$ cat config.mk
export PLATFORM = sky130hd
export DESIGN_NAME = led_pattern_engine
export DESIGN_NICKNAME = d
export VERILOG_FILES = /design/src/rtl/led_pattern_engine.sv
export SDC_FILE = /design/constraint.sdc
export NUM_CORES = 1
export LEC_CHECK = 0
export BUFFER_PORTS_ARGS = -buffer_cell sky130_fd_sc_hd__buf_2
export CORE_MARGIN = 1.5
export CORE_UTILIZATION = 60
export CTS_CLUSTER_SIZE = 25
export DETAILED_ROUTE_END_ITERATION = 12
export PLACE_DENSITY = 0.93
export SYNTH_ARGS = -nofsm -noshare
export SYNTH_HDL_FRONTEND = slang
export SYNTH_SLANG_ARGS = --single-unit
$ cat constraint.sdc
create_clock -name clk -period 9 [get_ports clk]
set_clock_uncertainty 0.1 [all_clocks]
set_input_delay 0.45 -clock clk [delete_from_list [all_inputs] [get_ports clk]]
set_output_delay 0.45 -clock clk [all_outputs]
set_load 0.1 [all_outputs]
$ cat src/rtl/led_pattern_engine.sv
// led_pattern_engine: WIDTH-bit LED pattern register that advances once per
// programmable period. Supports rotate left/right, bounce and hold modes,
// plus runtime load, pause and single-step. All outputs are registered.
module led_pattern_engine #(
    parameter int                 WIDTH         = 8,
    parameter logic [WIDTH-1:0]   RESET_PATTERN = WIDTH'(8'b0001_1111),
    parameter int                 CNT_W         = 32
) (
    input  logic             clk,
    input  logic             rst,
    input  logic             enable,
    input  logic [1:0]       mode,
    input  logic [CNT_W-1:0] period,
    input  logic             load,
    input  logic [WIDTH-1:0] load_pattern,
    input  logic             step,
    output logic [WIDTH-1:0] leds,
    output logic             tick,
    output logic             dir
);

    localparam logic [1:0] MODE_ROTL   = 2'b00;
    localparam logic [1:0] MODE_ROTR   = 2'b01;
    localparam logic [1:0] MODE_BOUNCE = 2'b10;
    localparam logic [1:0] MODE_HOLD   = 2'b11;

    localparam logic [CNT_W-1:0] CNT_ZERO = {CNT_W{1'b0}};
    localparam logic [CNT_W-1:0] CNT_ONE  = CNT_W'(1);

    // Rotate pattern one position toward the MSB.
    function automatic logic [WIDTH-1:0] rot_left(input logic [WIDTH-1:0] p);
        return {p[WIDTH-2:0], p[WIDTH-1]};
    endfunction

    // Rotate pattern one position toward the LSB.
    function automatic logic [WIDTH-1:0] rot_right(input logic [WIDTH-1:0] p);
        return {p[0], p[WIDTH-1:1]};
    endfunction

    // Bounce step: returns {new_dir, new_pattern}. When the leading edge of
    // the pattern reaches the end it travels toward, the direction flips and
    // the pattern moves the other way if the opposite end is free; a pattern
    // touching both ends (e.g. all ones) stays put while dir still flips.
    function automatic logic [WIDTH:0] bounce_next(input logic [WIDTH-1:0] p,
                                                   input logic             d);
        logic [WIDTH:0] r;
        r = {d, p};
        if (d == 1'b0) begin
            if (p[WIDTH-1] == 1'b0) begin
                r = {1'b0, rot_left(p)};
            end else if (p[0] == 1'b0) begin
                r = {1'b1, rot_right(p)};
            end else begin
                r = {1'b1, p};
            end
        end else begin
            if (p[0] == 1'b0) begin
                r = {1'b1, rot_right(p)};
            end else if (p[WIDTH-1] == 1'b0) begin
                r = {1'b0, rot_left(p)};
            end else begin
                r = {1'b0, p};
            end
        end
        return r;
    endfunction

    logic [WIDTH-1:0] leds_r;
    logic [WIDTH-1:0] leds_next_s;
    logic             dir_r;
    logic             dir_next_s;
    logic             tick_r;
    logic             tick_next_s;
    logic [CNT_W-1:0] cnt_r;
    logic [CNT_W-1:0] cnt_next_s;
    logic [CNT_W-1:0] eff_period_s;
    logic             fire_s;
    logic             advance_s;
    logic [WIDTH:0]   bounce_s;

    // Effective period, period-expiry detect and the combined advance event.
    always_comb begin
        eff_period_s = CNT_ONE;
        fire_s       = 1'b0;
        advance_s    = 1'b0;
        if (period == CNT_ZERO) begin
            eff_period_s = CNT_ONE;
        end else begin
            eff_period_s = period;
        end
        // >= so that shrinking the period mid-count fires on the next edge
        if (enable && (cnt_r >= (eff_period_s - CNT_ONE))) begin
            fire_s = 1'b1;
        end else begin
            fire_s = 1'b0;
        end
        if (enable) begin
            advance_s = fire_s;
        end else begin
            advance_s = step;
        end
    end

    // Next-state for pattern, direction, tick and period counter.
    always_comb begin
        leds_next_s = leds_r;
        dir_next_s  = dir_r;
        tick_next_s = 1'b0;
        cnt_next_s  = cnt_r;
        bounce_s    = bounce_next(leds_r, dir_r);
        if (load) begin
            // load wins over any coincident advance, which is dropped
            leds_next_s = load_pattern;
            dir_next_s  = 1'b0;
            tick_next_s = 1'b0;
            cnt_next_s  = CNT_ZERO;
        end else begin
            if (enable) begin
                if (fire_s) begin
                    cnt_next_s = CNT_ZERO;
                end else begin
                    cnt_next_s = cnt_r + CNT_ONE;
                end
            end else begin
                // paused (step included): counter keeps its value
                cnt_next_s = cnt_r;
            end
            if (advance_s) begin
                tick_next_s = 1'b1;
                case (mode)
                    MODE_ROTL:   leds_next_s = rot_left(leds_r);
                    MODE_ROTR:   leds_next_s = rot_right(leds_r);
                    MODE_BOUNCE: begin
                        leds_next_s = bounce_s[WIDTH-1:0];
                        dir_next_s  = bounce_s[WIDTH];
                    end
                    MODE_HOLD:   leds_next_s = leds_r;
                    default:     leds_next_s = leds_r;
                endcase
            end else begin
                tick_next_s = 1'b0;
            end
        end
    end

    // State register with synchronous active-high reset.
    always_ff @(posedge clk) begin
        if (rst) begin
            leds_r <= RESET_PATTERN;
            dir_r  <= 1'b0;
            tick_r <= 1'b0;
            cnt_r  <= CNT_ZERO;
        end else begin
            leds_r <= leds_next_s;
            dir_r  <= dir_next_s;
            tick_r <= tick_next_s;
            cnt_r  <= cnt_next_s;
        end
    end

    assign leds = leds_r;
    assign tick = tick_r;
    assign dir  = dir_r;

endmodule

; ---- Yosys cells after proc, flatten, opt, wreduce, memory -nomap -nowiden
; Index checks and enable logic that the tools add are counted.
; W data, S select, Z words.
[totals]
register_bits = 42
latch_bits = 0
ramBits = 0
romBits = 0
inputBits = 47
output_inout_bits = 10
word_cells = 34
n_memories = 0
[op_classes]
n_addsub = 2
mul = 0
n_div = 0
order_cmp = 1
n_eq_ne = 5
shift = 0
muxes = 13
n_bitwise = 0
n_reduce_logical = 8
[ops]
columns = operator, count
row1 = $mux W32, 2
row2 = $add A32 B1 Y32 const B, 1
row3 = $ge A32 B32 Y1, 1
row4 = $logic_not A32 Y1, 1
row5 = $mux W8, 4
row6 = $sub A32 B1 Y32 const B, 1
row7 = $mux W9, 3
row8 = $pmux W8 S3, 1
row9 = $eq A2 B2 Y1 const B, 2
row10 = $ne A4 B4 Y1 const B, 1
row11 = $reduce_and A2 Y1, 2
row12 = $mux W1, 3
row13 = $reduce_and A3 Y1, 1
row14 = $eq A2 B1 Y1 const B, 1
row15 = $logic_not A2 Y1, 1
row16 = $ne A2 B2 Y1 const B, 1
row17 = $reduce_bool A2 Y1, 1
row18 = $reduce_or A2 Y1, 1
row19 = $logic_and A1 B1 Y1, 1

; ---- Longest topological paths before layout
[depth]
ltp_word = 9
ltp_mapped = 21
ltp_nobuf = 20

; ---- Worst setup path before layout
; No wires, ideal clock.
[synth_timing]
kind = input to register
start = in period[22]
end = reg leds_r[2] (netlist: leds[2])
setup_time_ns = 0.122
t_arrival_ns = 4.475
required_time_ns = 8.778
setup_slack_ns = 4.303
stages = 20
path_buffers = 1
path_cell_list = or4_1 -> nor3_1 -> nand3b_1 -> nor3_1 -> a31oi_1 -> ha_1 -> nand3_1 -> nor2_1 -> nand3b_1 -> nor3_1 -> nand3_1 -> xor2_1 -> ha_1 -> nand4_1 -> nor4_1 -> nor3b_1 -> a211oi_1 -> or2_2 -> clkbuf_1 -> a311o_1
[synth_between]
elab_chain_len = 9
[synth_rtl]
columns = element, line
row1 = from (decl), 13  ; input logic [CNT_W-1:0] period,
row2 = $logic_not A32 Y1, 86  ; if (period == CNT_ZERO) begin
row3 = $mux W32 *, 86
row4 = $sub A32 B1 Y32 *, 92  ; if (enable && (cnt_r >= (eff_period_s - CNT_ONE))) begin
row5 = $ge A32 B32 Y1 *, 92
row6 = $logic_and A1 B1 Y1 *, 92
row7 = $mux W1 *, 92
row8 = $mux W1 *, 97  ; if (enable) begin
row9 = $reduce_bool A2 Y1 (no source line) *, --
row10 = $reduce_and A3 Y1 (no source line) *, --
row11 = to (signal assigned), 154  ; leds_r <= leds_next_s;
row12 = to (decl), 68  ; logic [WIDTH-1:0] leds_r;
; Every way passes the cells marked *; elsewhere a longest branch is shown, timed or not.
; A chain may end at the register's enable or synchronous reset.

; ---- Worst setup path in the final report
[layout_timing]
start = in period[22]
end = reg leds_r[7] (netlist: leds[7])
[layout_between]
elab_chain_len = 9
[layout_rtl]
columns = element, line
row1 = $logic_not A32 Y1, 86
row2 = $mux W32 *, 86
row3 = $sub A32 B1 Y32 *, 92
row4 = $ge A32 B32 Y1 *, 92
row5 = $logic_and A1 B1 Y1 *, 92
row6 = $mux W1 *, 92
row7 = $mux W1 *, 97
row8 = $reduce_bool A2 Y1 (no source line) *, --
row9 = $reduce_and A2 Y1 (no source line) *, --
; Marked as above.

==> results_dict.tcl <==
set metrics [dict create \
    setup_viol 0 \
    cts_root_buffer "clkbuf_8" \
    critPathKind "primary input to flip-flop" \
    die_x_um 77.3 \
    r2r-start "cnt_r[2]" \
    fin_tns_setup_ns 0 \
    place_congestion 0.915 \
    cts_hold_buf 0 \
    regArea_sq_um 841 \
    final_cell_area_sq_um 3790 \
    cts_made_buffers 5 \
    crit_path_max_fanout 12 \
    cp.arrival_ns 5.47 \
    clk_latency_ns 0.31 \
    crit_required_ns 9.11 \
    ys.flop_type "dfxtp_1" \
    min_to "leds[6]" \
    dp.cells 537 \
    cts.reportedPaths.clkPinSlew_ns 0.09 \
    grt_pass1_wl_mm 13.9 \
    finalWorstSetupSlack_ns 3.64 \
    synth_top_area_frac 0.254 \
    drc 0 \
    p_total_uw 472 \
    drtIter0Drc 211 \
    io_pins 57 \
    fin_nets 558 \
    coreArea_sq_um 5200 \
    async_flop_share 0 \
    hp-class "primary input to flip-flop" \
    hold_viol 0 \
    synth.avg_cell_area_sq_um 7.89 \
    drive_gt1_frac 0.164 \
    cts_max_path_buffers 2 \
    min_period_ns 5.36 \
    totalWireLength_mm 8.00 \
    peakVddDrop_mv 0.108 \
    post_cts_buffers 0 \
    start_util 0.636 \
    cts_sinks 42 \
    ant_nets 0 \
    rsz0062_at_grt "no" \
    synth.distinct_cells 47 \
    cts_tree "done" \
    drv_slew 0 \
    critical_path.endpoint_type "flip-flop" \
    fin_crit_sh 0.595 \
    dieArea_sq_um 5970 \
    hp-start "load_pattern[6]" \
    hpwl_mm 6.31 \
    grt_use_total 0.286 \
    postPlaceCellArea_sq_um 3650 \
    cp-start-kind "primary input" \
    yosysWarnings 0 \
    first_pass_iters 5 \
    num_rows 26 \
    reg2reg_slack_ns 5.68 \
    status "finished, final reports clean" \
    netlist_area_sq_um 3310 \
    min_delay_path_depth 3 \
    port_buffers 56 \
    cts_resized 0 \
    synth-edff-count 0 \
    power.density_nw_per_um2 124 \
    antenna_found_initial 0 \
    worst_pin_slew_ns 1.09 \
    grt_max_degree 23 \
    place_ws_ns 3.41 \
    rr_worst_depth 8 \
    max_freq_ghz 0.187 \
    yosysTopAreaCell "dfxtp_1" \
    post_drt_wl_per_cell_um 14.7 \
    antenna_cells 0 \
    max-cap-violations 0 \
    synthesis.nets 504 \
    regToRegEndpoint "leds[7]" \
    ys_seq_area_frac 0.254 \
    netlist_top_cells_area "dfxtp_1, ha_1, xor2_1, nor2_1, xnor2_1" \
    overflow 0 \
    ys_ff_latch 42 \
    leakage_uw 0.00149 \
    netlist_instances 420 \
    area_growth_pct 14.6 \
    htree_levels 2 \
    via_count 3271 \
    stdcell_count 545 \
    die_y_um 77.3 \
    multi_input_area_sq_um 2390 \
    fill_cells 399 \
    grt_pass1_vias 3066 \
    via_per_inst 6.00 \
    relSlewSlack 0.271 \
]
==> stage by stage <==
step | utilization | hold WS (ns)
floorplan | - | 0.385
global placement | 0.702 | 0.417
detailed placement | 0.702 | 0.430
CTS | 0.729 | 0.294
global route | 0.729 | 0.285
finish | 0.729 | 0.292
==> cell families (layout without fill, tap and decap cells) <==
kind of cell / Yosys count / count (layout) / synth area share
AOI/OAI and AO/OA: 69 / 69 / 0.141
xor gates and xnor gates: 58 / 58 / 0.153
adders and majority gates: 37 / 37 / 0.140
DFF: 42 / 42 / 0.254
and+or+nand+nor: 192 / 192 / 0.285
buffers and inverters: 21 / 76 / 0.0242
muxes: 1 / 1 / 0.00302
==> synth_stat cells (2+ instances only) <==
library cell,count
a211oi_1,9
a21o_1,4
a21oi_1,21
a221oi_1,2
a22oi_1,3
a311o_1,3
and3_1,6
clkbuf_1,8
dfxtp_1,42
ha_1,37
inv_1,11
nand2_1,36
nand2b_1,3
nand3_1,12
nand3b_1,4
nand4_1,11
nor2_1,68
nor2b_1,3
nor3_1,19
nor3b_1,5
nor4_1,8
o21ai_0,13
o311ai_0,2
o41ai_1,2
or2_2,6
or3_1,2
or4_1,4
xnor2_1,28
xor2_1,30
==> critical path, stage by stage <==
cell      delay [ns]
buf_2           0.13
or4_1           0.58
nor3_1          0.33
nand3b_1        0.22
nor3_1          0.21
a31oi_1         0.19
ha_1            0.27
nand3_1         0.15
nor2_1          0.10
nand3b_1        0.18
nor3_1          0.13
nand3_1         0.10
xor2_1          0.15
ha_1            0.26
nand4_1         0.15
nor3_1          0.08
a211oi_1        0.24
nand2_1         0.10
a211oi_1        0.90
o31ai_1         0.20
a221oi_1        0.33
==> report_power, final <==
part | switching, uW | leakage, uW | internal [uW] | total, uW
sequential | 4.81 | 0.000340 | 189 | 194
combinational | 61.4 | 0.00108 | 30.4 | 91.8
clock | 68.4 | 0.0000714 | 118 | 187
total | 135 | 0.00149 | 338 | 472
==> cell usage in the layout (no fill, tap or decap), types with 4 or more instances in the layout <==
master     n
a211oi_1   9
a21o_1     4
a21oi_1   21
and3_1     6
buf_2     56
clkbuf_8   6
dfxtp_1   42
ha_1      37
inv_1     11
nand2_1   36
nand3_1   12
nand3b_1   4
nand4_1   11
nor2_1    68
nor3_1    19
nor3b_1    5
nor4_1     8
o21ai_0   13
or2_2      6
or4_1      4
xnor2_1   28
xor2_1    30
==> how the worst max path moves through the flow <==
| stage | from | to | slack [ns] |
|---|---|---|---|
| 2_1_floorplan | period[22] | leds[2] | 4.30 |
| 3_3_place_gp | period[22] | leds[0] | 3.55 |
| 3_5_place_dp | period[22] | leds[7] | 3.41 |
| 4_1_cts | period[22] | leds[7] | 3.72 |
| 5_1_grt | period[5] | leds[3] | 3.28 |
| 6_report | period[22] | leds[7] | 3.64 |
==> layout make-up <==
cell class,count,share of cell area
clock buffer,6,0.0218
clock inverter,2,0.0158
inverter,11,0.0109
multi-input combinational,357,0.631
sequential,42,0.222
tap,70,0.0231
timing repair buffer,57,0.0758
==> registers in the layout, indices dropped and copies added, names as in the netlist <==
name	cells
tick	1
cnt_r	32
dir	1
leds	8
==> per-layer routing <==
metal  vias up  GRT usage  wire [um]
met5         -          0          0
met4         0     0.0873        155
met3        23     0.0524        534
met2       138      0.475       3810
met1      1501      0.376       3510
li1       1609          -          -
Note: power is estimated with default switching activity, not from simulation.
